**config.mk**
```make
export PLATFORM = sky130hd
export DESIGN_NAME = pdm_multi
export DESIGN_NICKNAME = d
export VERILOG_FILES = /design/src/rtl/pdm_pkg.sv /design/src/rtl/pdm_chan.sv /design/src/rtl/pdm_multi.sv
export SDC_FILE = /design/constraint.sdc
export NUM_CORES = 1
export LEC_CHECK = 0
export ABC_AREA = 0
export BUFFER_PORTS_ARGS = -buffer_cell sky130_fd_sc_hd__buf_2
export CAP_MARGIN = 15
export CORE_MARGIN = 2
export CORE_UTILIZATION = 35
export CTS_CLUSTER_DIAMETER = 100
export DETAILED_ROUTE_END_ITERATION = 8
export PLACE_DENSITY = 0.6
export SKIP_CTS_REPAIR_TIMING = 1
export SLEW_MARGIN = 20
export SYNTH_ARGS = -nofsm -noshare
export SYNTH_HDL_FRONTEND = slang
export SYNTH_HIERARCHICAL = 1
export SYNTH_SLANG_ARGS = --single-unit
```
**constraint.sdc**
```tcl
create_clock -name clk -period 14.1 [get_ports clk]
set_input_delay 1.41 -clock clk [delete_from_list [all_inputs] [get_ports clk]]
set_output_delay 1.41 -clock clk [all_outputs]
set_load 0.05 [all_outputs]
```
**src/rtl/pdm_pkg.sv**
```systemverilog
// Shared types and constants for the multi-channel PDM modulator.
package pdm_pkg;

  typedef enum logic {
    PDM_ORD1 = 1'b0,
    PDM_ORD2 = 1'b1
  } pdm_mode_e;

  // Extra integrator bits above WIDTH so second-order loops have headroom before saturating.
  localparam int unsigned PDM_GUARD = 4;

endpackage

```
**src/rtl/pdm_chan.sv**
```systemverilog
// One PDM channel: first-order accumulator or saturating second-order sigma-delta loop.
module pdm_chan
  import pdm_pkg::*;
#(
  parameter int unsigned WIDTH = 8
) (
  input  logic             clk,
  input  logic             reset_n,
  input  logic             tick,
  input  logic             clear,
  input  logic [WIDTH-1:0] x,
  input  pdm_mode_e        mode,
  output logic             pdm
);

  localparam int unsigned IW = WIDTH + PDM_GUARD;
  localparam int unsigned EW = IW + 2;
  localparam logic signed [EW-1:0] SAT_MAX = {{3{1'b0}}, {(IW-1){1'b1}}};
  localparam logic signed [EW-1:0] SAT_MIN = {{3{1'b1}}, {(IW-1){1'b0}}};

  logic        [WIDTH-1:0] acc;
  logic signed [IW-1:0]    i1, i2, i1_nx, i2_nx;
  logic        [WIDTH:0]   sum1;
  logic signed [EW-1:0]    fb, xs, i1_raw, i2_raw;

  function automatic logic signed [IW-1:0] sat(input logic signed [EW-1:0] v);
    if (v > SAT_MAX) return SAT_MAX[IW-1:0];
    if (v < SAT_MIN) return SAT_MIN[IW-1:0];
    return v[IW-1:0];
  endfunction

  // Next-state arithmetic for both orders; mode selects which one is committed on tick.
  always_comb begin
    sum1 = {1'b0, acc} + {1'b0, x};
    fb   = '0;
    if (pdm) fb[WIDTH] = 1'b1;
    xs     = $signed({{(EW-WIDTH){1'b0}}, x});
    i1_raw = EW'(i1) + xs - fb;
    i1_nx  = sat(i1_raw);
    i2_raw = EW'(i2) + EW'(i1_nx) - fb;
    i2_nx  = sat(i2_raw);
  end

  always_ff @(posedge clk or negedge reset_n) begin
    if (!reset_n) begin
      acc <= '0;
      i1  <= '0;
      i2  <= '0;
      pdm <= 1'b0;
    end else if (clear) begin
      acc <= '0;
      i1  <= '0;
      i2  <= '0;
      pdm <= 1'b0;
    end else if (tick) begin
      if (mode == PDM_ORD1) begin
        acc <= sum1[WIDTH-1:0];
        pdm <= sum1[WIDTH];
      end else begin
        i1  <= i1_nx;
        i2  <= i2_nx;
        pdm <= !i2_nx[IW-1] && (i2_nx != '0);
      end
    end
  end

endmodule

```
**src/rtl/pdm_multi.sv**
```systemverilog
// Multi-channel PDM generator: shared tick divider, shadow/active register banks with tick-aligned commit.
module pdm_multi
  import pdm_pkg::*;
#(
  parameter int unsigned WIDTH    = 8,
  parameter int unsigned CHANNELS = 4,
  parameter int unsigned DIV_W    = 8,
  localparam int unsigned CW      = (CHANNELS > 1) ? $clog2(CHANNELS) : 1
) (
  input  logic                clk,
  input  logic                reset_n,
  input  logic                wr_en,
  input  logic [CW-1:0]       wr_chan,
  input  logic [WIDTH-1:0]    wr_data,
  input  logic                wr_mode,
  input  logic                commit,
  input  logic [DIV_W-1:0]    div,
  output logic [CHANNELS-1:0] pdm_out,
  output logic                tick,
  output logic                commit_pending
);

  logic [DIV_W-1:0]                cnt;
  logic [CHANNELS-1:0][WIDTH-1:0]  sh_data, sh_data_nx, act_data;
  logic [CHANNELS-1:0]             sh_mode, sh_mode_nx, act_mode, clr;
  logic                            apply;

  // Live compare against div so a reprogrammed period takes effect immediately.
  assign tick  = reset_n & (cnt == div);
  assign apply = tick & (commit_pending | commit);
  assign clr   = {CHANNELS{apply}} & (act_mode ^ sh_mode_nx);

  always_ff @(posedge clk or negedge reset_n) begin
    if (!reset_n)        cnt <= '0;
    else if (cnt >= div) cnt <= '0;
    else                 cnt <= cnt + DIV_W'(1);
  end

  // Same-cycle write is visible to a same-cycle commit through the _nx view.
  always_comb begin
    sh_data_nx = sh_data;
    sh_mode_nx = sh_mode;
    for (int unsigned c = 0; c < CHANNELS; c++) begin
      if (wr_en && (wr_chan == CW'(c))) begin
        sh_data_nx[c] = wr_data;
        sh_mode_nx[c] = wr_mode;
      end
    end
  end

  always_ff @(posedge clk or negedge reset_n) begin
    if (!reset_n) begin
      sh_data        <= '0;
      sh_mode        <= '0;
      act_data       <= '0;
      act_mode       <= '0;
      commit_pending <= 1'b0;
    end else begin
      sh_data <= sh_data_nx;
      sh_mode <= sh_mode_nx;
      if (apply) begin
        act_data <= sh_data_nx;
        act_mode <= sh_mode_nx;
      end
      commit_pending <= apply ? 1'b0 : (commit_pending | commit);
    end
  end

  for (genvar c = 0; c < CHANNELS; c++) begin : g_chan
    pdm_chan #(.WIDTH(WIDTH)) u_chan (
      .clk     (clk),
      .reset_n (reset_n),
      .tick    (tick),
      .clear   (clr[c]),
      .x       (act_data[c]),
      .mode    (pdm_mode_e'(act_mode[c])),
      .pdm     (pdm_out[c])
    );
  end

endmodule

```
==> impl_metrics.toml, run 1 <==
[logic_synthesis]
netlist_instances = 1871
synthArstFlopShare_pct = 100
yosysTopAreaCell = "dfrtp_1"
synth_edf_count = 0
ys_seq_elements = 213
yosys-top-cells-count = "298 x inv_1, 213 x dfrtp_1, 209 x ha_1, 162 x a21oi_1, 154 x nand2_1"
syn_nets = 2111
ys_warn_count = 6
synth_area_leaders = "dfrtp_1 32%, ha_1 16%, inv_1 6.7%, a21oi_1 4.8%, xnor2_1 3.6%"
netlist.area_leader.share_pct = 31.8
syn_area_mm2 = 0.0168
ys_seq_area_share_pct = 31.8
ys.flop_type = "dfrtp_1"
yosysMostFrequentCell = "inv_1"
synth_cell_types = 78
syn_area_per_cell_um2 = 8.96

[timing]
max_slew.worst_pin.slew_ns = 1.09
hold_ws_ns = 0.487
finalSetupViolations = 0
hold_viol_final = 0
min_period_ns = 6.40
fmax_mhz = 156
fin_setup_tns_ns = 0
rsz0062_at_grt = "false"
relSlewSlack_pct = 27.4
finClkSkew_ns = 0.0309
post-route-period-util_pct = 45.4
drv_slew = 0

[setup_path]
slowest_stage = "nor4_2"
cp-startpoint = "act_data[19]"
path_cells = "inv_1 > ha_1 > inv_1 > ha_1 > a21o_1 > a31o_1 > a31o_1 > o41ai_1 > a21oi_1 > a21oi_1 > a21oi_1 > fa_1 > inv_1 > ha_1 > a21oi_1 > o21ai_0 > or3_1 > o21ai_1 > o21ai_0 > nor4_2 > o311ai_0"
cp_max_fo = 11
cp-endpoint = "g_chan[2].u_chan/i2[3]"
regToRegSetupSlack_ns = 7.70
crit-reg2reg-capture = "g_chan[2].u_chan/i2[3]"
critPathRequiredTime_ns = 14.46
reg2reg_from = "act_data[19]"
ff2ff_path_depth = 21
crit_cells = 21
cp_top_family = "compound AO/OA/AOI/OAI gates"
arrival_ns = 6.76
critPathKind = "flip-flop to flip-flop"
crit_buf_inv = 3
critical_path.most_common_cell = "a21oi_1"
cp-end-kind = "flip-flop"
startpoint_type = "flip-flop"
cp_slowest_stage_delay_ns = 0.92

[detailed_routing]
first_pass_iters = 5
initialDrtViolationCount = 678
vias = 13191
postRouteAntennaNets = 0
routedWlPerCell_um = 15.2
drc = 0
wl_mm = 38.3
vias_per_cell = 5.24

[die]
core_mm2 = 0.0475
initial_utilization_pct = 35.3
die-width_um = 223
fp.dieArea_mm2 = 0.0497
rows = 80
die_h_um = 223
num_io_pins = 29

[placement]
gp_congestion = 0.870
dp_cells = 2472
port-buffer-count = 28
hpwl_mm = 28.6

[min_path]
hp-class = "flip-flop to flip-flop"

[clock_tree]
clk_latency_ns = 0.56
htree_levels = 1
cts-root-buf = "clkbuf_16"
clk_path_buf_depth = 3
cts_sinks = 213
clkTransAtPathRegs_ns = 0.06
numCtsBuffers = 27
cts_tree = "yes"

[layout]
fillers = 4719
layout-area-overhead-vs-synth_pct = 9.71
finish.utilization_pct = 38.7
instances_no_fill = 2519
finalNetCount = 2126
antenna_cells = 0
drive_gt1_share_pct = 9.82

[status]
status = "completed"

[grt]
grt_usage_pct = 15.5
grt_pass1_vias = 13010
grt_max_degree = 68
grt_first_pass_wirelength_mm = 65.0
antenna_found_initial = 3
overflow = 0

[job]
drv_cap = 0
[layout make-up]
type                            instances  area, µm²  share of cell area (%)
Timing Repair Buffer                   42        255                    1.39
Sequential cell                       213       5330                    29.0
Clock inverter                         14        141                   0.768
Inverter                              298       1120                    6.08
Clock buffer                           33        728                    3.96
Multi-Input combinational cell       1304      10100                    54.7
Tap cell                              615        769                    4.18
[cell usage in the layout, fill, tap and decap left out, types with 13 or more instances in the layout]
cell type,instances
inv_1,298
dfrtp_1,213
ha_1,209
a21oi_1,158
nand2_1,154
nor2_1,100
xnor2_1,68
o21ai_0,57
a221o_1,39
mux2_2,32
mux2_4,32
o21a_1,29
nand2b_1,28
clkbuf_16,27
o311ai_0,27
buf_2,27
nor3_1,25
xor2_1,24
a21o_1,21
nand3_1,20
o211ai_1,16
and3_1,14
a32oi_1,14
buf_4,14
o21ai_1,13
[sequential cells by signal, indices dropped and copies added (netlist names)]
signal             cells
act_data              32
act_mode               4
g_chan.u_chan/i1      48
g_chan.u_chan/acc     32
sh_mode                4
cnt                    8
sh_data               32
commit_pending         1
g_chan.u_chan/pdm      4
g_chan.u_chan/i2      48
[per-layer routing]
layer / routed length [µm] / vias up / GRT usage [%] / part of all wire (%)
met1: 19300 / 6345 / 22.3 / 51
met2: 17100 / 183 / 24.9 / 45
met4: 635 / 6 / 3.01 / 1.7
met5: 34 / - / 0 / 0.089
met3: 1130 / 46 / 2.00 / 3.0
li1: - / 6611 / - / -
[tightest hold or removal path: stages, from the launching register on]
cell and delay (ns):
dfrtp_1 0.35, nand2_1 0.05, o21ai_0 0.06
[metrics by stage]
stage	cell area [µm²]	setup slack, ns
after floorplan	16800	8.85
after global placement	17500	7.84
after detailed placement	17500	7.67
after CTS	18400	7.61
after global routing	18400	7.07
final	18400	7.70
[how the worst min path moves through the flow]
stage	from	to	slack, ns	depth (start not counted)
floorplan	cnt[0]	cnt[0]	0.45	1
global placement	g_chan[1].u_chan/i2[11]	g_chan[1].u_chan/i2[11]	0.47	2
detailed placement	g_chan[1].u_chan/i2[11]	g_chan[1].u_chan/i2[11]	0.48	2
CTS	g_chan[1].u_chan/i2[11]	g_chan[1].u_chan/i2[11]	0.49	2
global route	sh_data[23]	sh_data[23]	0.51	1
finish	g_chan[1].u_chan/i2[11]	g_chan[1].u_chan/i2[11]	0.49	2
[kinds of logic (layout without fill, tap and decap cells)]
family	Yosys count	count (layout)	synth area share, %
adder cells (fa/ha/maj)	217	217	16.5
AO/OA/AOI/OAI	494	494	20.4
multiplexers	68	68	5.25
AND/OR/NAND/NOR	433	433	12.6
buffers and inverters	354	387	8.57
flip-flops	213	213	31.8
XOR/XNOR	92	92	4.80
Power of run 1 is not shown: default switching activity piles up to over one toggle a cycle in this logic, so the estimate is an artifact.
==> inputs of run 2 (changes only) <==
==> constraint.sdc (replaced) <==
create_clock -name clk -period 6.2 [get_ports clk]
set_input_delay 0.62 -clock clk [delete_from_list [all_inputs] [get_ports clk]]
set_output_delay 0.62 -clock clk [all_outputs]
set_load 0.05 [all_outputs]
==> run 2 against run 1 <==
  * Sequential share of layout area shrank 0.12 points
  * Worst setup slack got worse by 7.1 ns
  * Via count increased by 0.27%
  * Cell count up 0.32%
  * Clock skew shrank 0.021 ns
  * Hold slack worse by 0.15 ns
  * Cell area up 0.43%
  * Die area unchanged
  * Non-clock buffer count grew 10
  * Critical path depth increased by 2
  * Largest cell class unchanged
  * Highest routed layer unchanged
==> impl_metrics.toml, run 2 (synthesized netlist as in run 1, its figures left out) <==
[status]
status = "completed"

[die]
die_h_um = 223
core_mm2 = 0.0475
num_io_pins = 29
die-width_um = 223
initial_utilization_pct = 35.3
fp.dieArea_mm2 = 0.0497
rows = 80

[detailed_routing]
vias_per_cell = 5.23
drc = 0
wl_mm = 38.4
routedWlPerCell_um = 15.2
initialDrtViolationCount = 747
wl_met1_mm = 19.0
postRouteAntennaNets = 0
first_pass_iters = 7
wl_met2_mm = 17.3
top_layer = "met5"
wl_met3_mm = 1.32
vias = 13226

[timing]
fmax_mhz = 178
hold_viol_final = 0
finClkSkew_ns = 0.00956
finalSetupViolations = 0
max_slew.worst_pin.slew_ns = 1.09
rsz0062_at_grt = "false"
hold_ws_ns = 0.340
relSlewSlack_pct = 27.1
min_period_ns = 5.61
fin_setup_tns_ns = 0
post-route-period-util_pct = 90.6
drv_slew = 0

[clock_tree]
clk_path_buf_depth = 3
htree_levels = 1
clkTransAtPathRegs_ns = 0.06
cts_tree = "yes"
clk_latency_ns = 0.54
cts_sinks = 213
numCtsBuffers = 26
cts-root-buf = "clkbuf_16"

[grt]
antenna_found_initial = 1
grt_max_degree = 79
grt_pass1_vias = 13318
grt_usage_pct = 15.6
grt_first_pass_wirelength_mm = 65.4
overflow = 0

[layout]
final_cell_mix = "298 x inv_1, 213 x dfrtp_1, 209 x ha_1"
finalNetCount = 2135
antenna_cells = 0
layout-area-overhead-vs-synth_pct = 10.2
top_regs = "g_chan.u_chan/i1: 48 flops, g_chan.u_chan/i2: 48 flops"
layout_commonest_cell = "inv_1"
drive_gt1_share_pct = 9.94

[setup_path]
ff2ff_path_depth = 23
crit-reg2reg-capture = "g_chan[2].u_chan/i2[2]"
cp_slowest_stage_delay_ns = 0.49
cp_top_family = "compound AO/OA/AOI/OAI gates"
cp_max_fo = 11
arrival_ns = 6.00
regToRegSetupSlack_ns = 0.59
reg2reg_from = "act_data[19]"
path_cells = "inv_1 > ha_1 > inv_1 > ha_1 > a21o_1 > a31o_1 > a31o_1 > o41ai_1 > a21oi_1 > a21oi_2 > buf_4 > a21oi_1 > fa_1 > inv_1 > ha_1 > a21oi_1 > o21ai_0 > or3_1 > o21ai_1 > o21ai_0 > nor4_1 > buf_4 > o311ai_0"
critPathRequiredTime_ns = 6.59
crit_buf_inv = 5
cp-end-kind = "flip-flop"
critPathKind = "flip-flop to flip-flop"
startpoint_type = "flip-flop"
slowest_stage = "fa_1"

[job]
drv_cap = 0

[min_path]
min_to = "commit_pending"
worst_hold_startpoint = "commit"
whs_path_depth = 3
hp-class = "input port to flip-flop"

[placement]
port-buffer-count = 28
hpwl_mm = 28.6
gp_congestion = 0.860
-- run 2: cell types whose count changed in the layout (fill, tap and decap cells not counted), moves of 2 or more --
cell        before  now
clkbuf_8         3    5
buf_4           14   22
clkinvlp_4       4    0
nor4_1           9   11
clkinv_4         2    0
clkbuf_1         3    6
-- run 2: cell type report --
type	count	area [µm²]
Clock buffer	38	767
Clock inverter	7	110
Fill cell	4748	29100
Inverter	298	1120
Multi-Input combinational cell	1304	10000
Sequential cell	213	5330
Tap cell	615	769
Timing Repair Buffer	52	337
-- run 2: layer usage --
metal / vias to the layer above / GRT usage [%]
met5: - / 0
met4: 2 / 3.92
met3: 47 / 1.86
met2: 195 / 25.8
met1: 6345 / 21.6
li1: 6637 / -
-- run 2: per-stage QoR --
stage          setup WS, ns  util (%)  std cells  area [µm²]
2_1_floorplan         0.946         -       1871       16800
3_3_place_gp          0.700      36.9       2481       17600
3_5_place_dp          0.501      37.0       2481       17600
4_1_cts               0.501      38.8       2526       18500
5_1_grt               0.114      38.9       2527       18500
6_report              0.585      38.9       2527       18500
-- run 2: how the worst max path moves through the flow --
stage                         start                endpoint  slack (ns)  cells past startpoint
5_1_grt                act_data[19]  g_chan[2].u_chan/i2[2]        0.11                     23
3_3_place_gp           act_data[19]  g_chan[2].u_chan/i2[2]        0.70                     23
6_report               act_data[19]  g_chan[2].u_chan/i2[2]        0.59                     23
4_1_cts                act_data[19]  g_chan[2].u_chan/i2[2]        0.50                     23
2_1_floorplan  g_chan[0].u_chan/pdm  g_chan[0].u_chan/i2[3]        0.95                     21
3_5_place_dp           act_data[19]  g_chan[2].u_chan/i2[9]        0.50                     23
-- run 2: worst min-delay path, stage by stage --
cell	delay (ns)
buf_2	0.08
nor2_1	0.06
nor2_1	0.08
Power of run 2 is left out for the same reason.
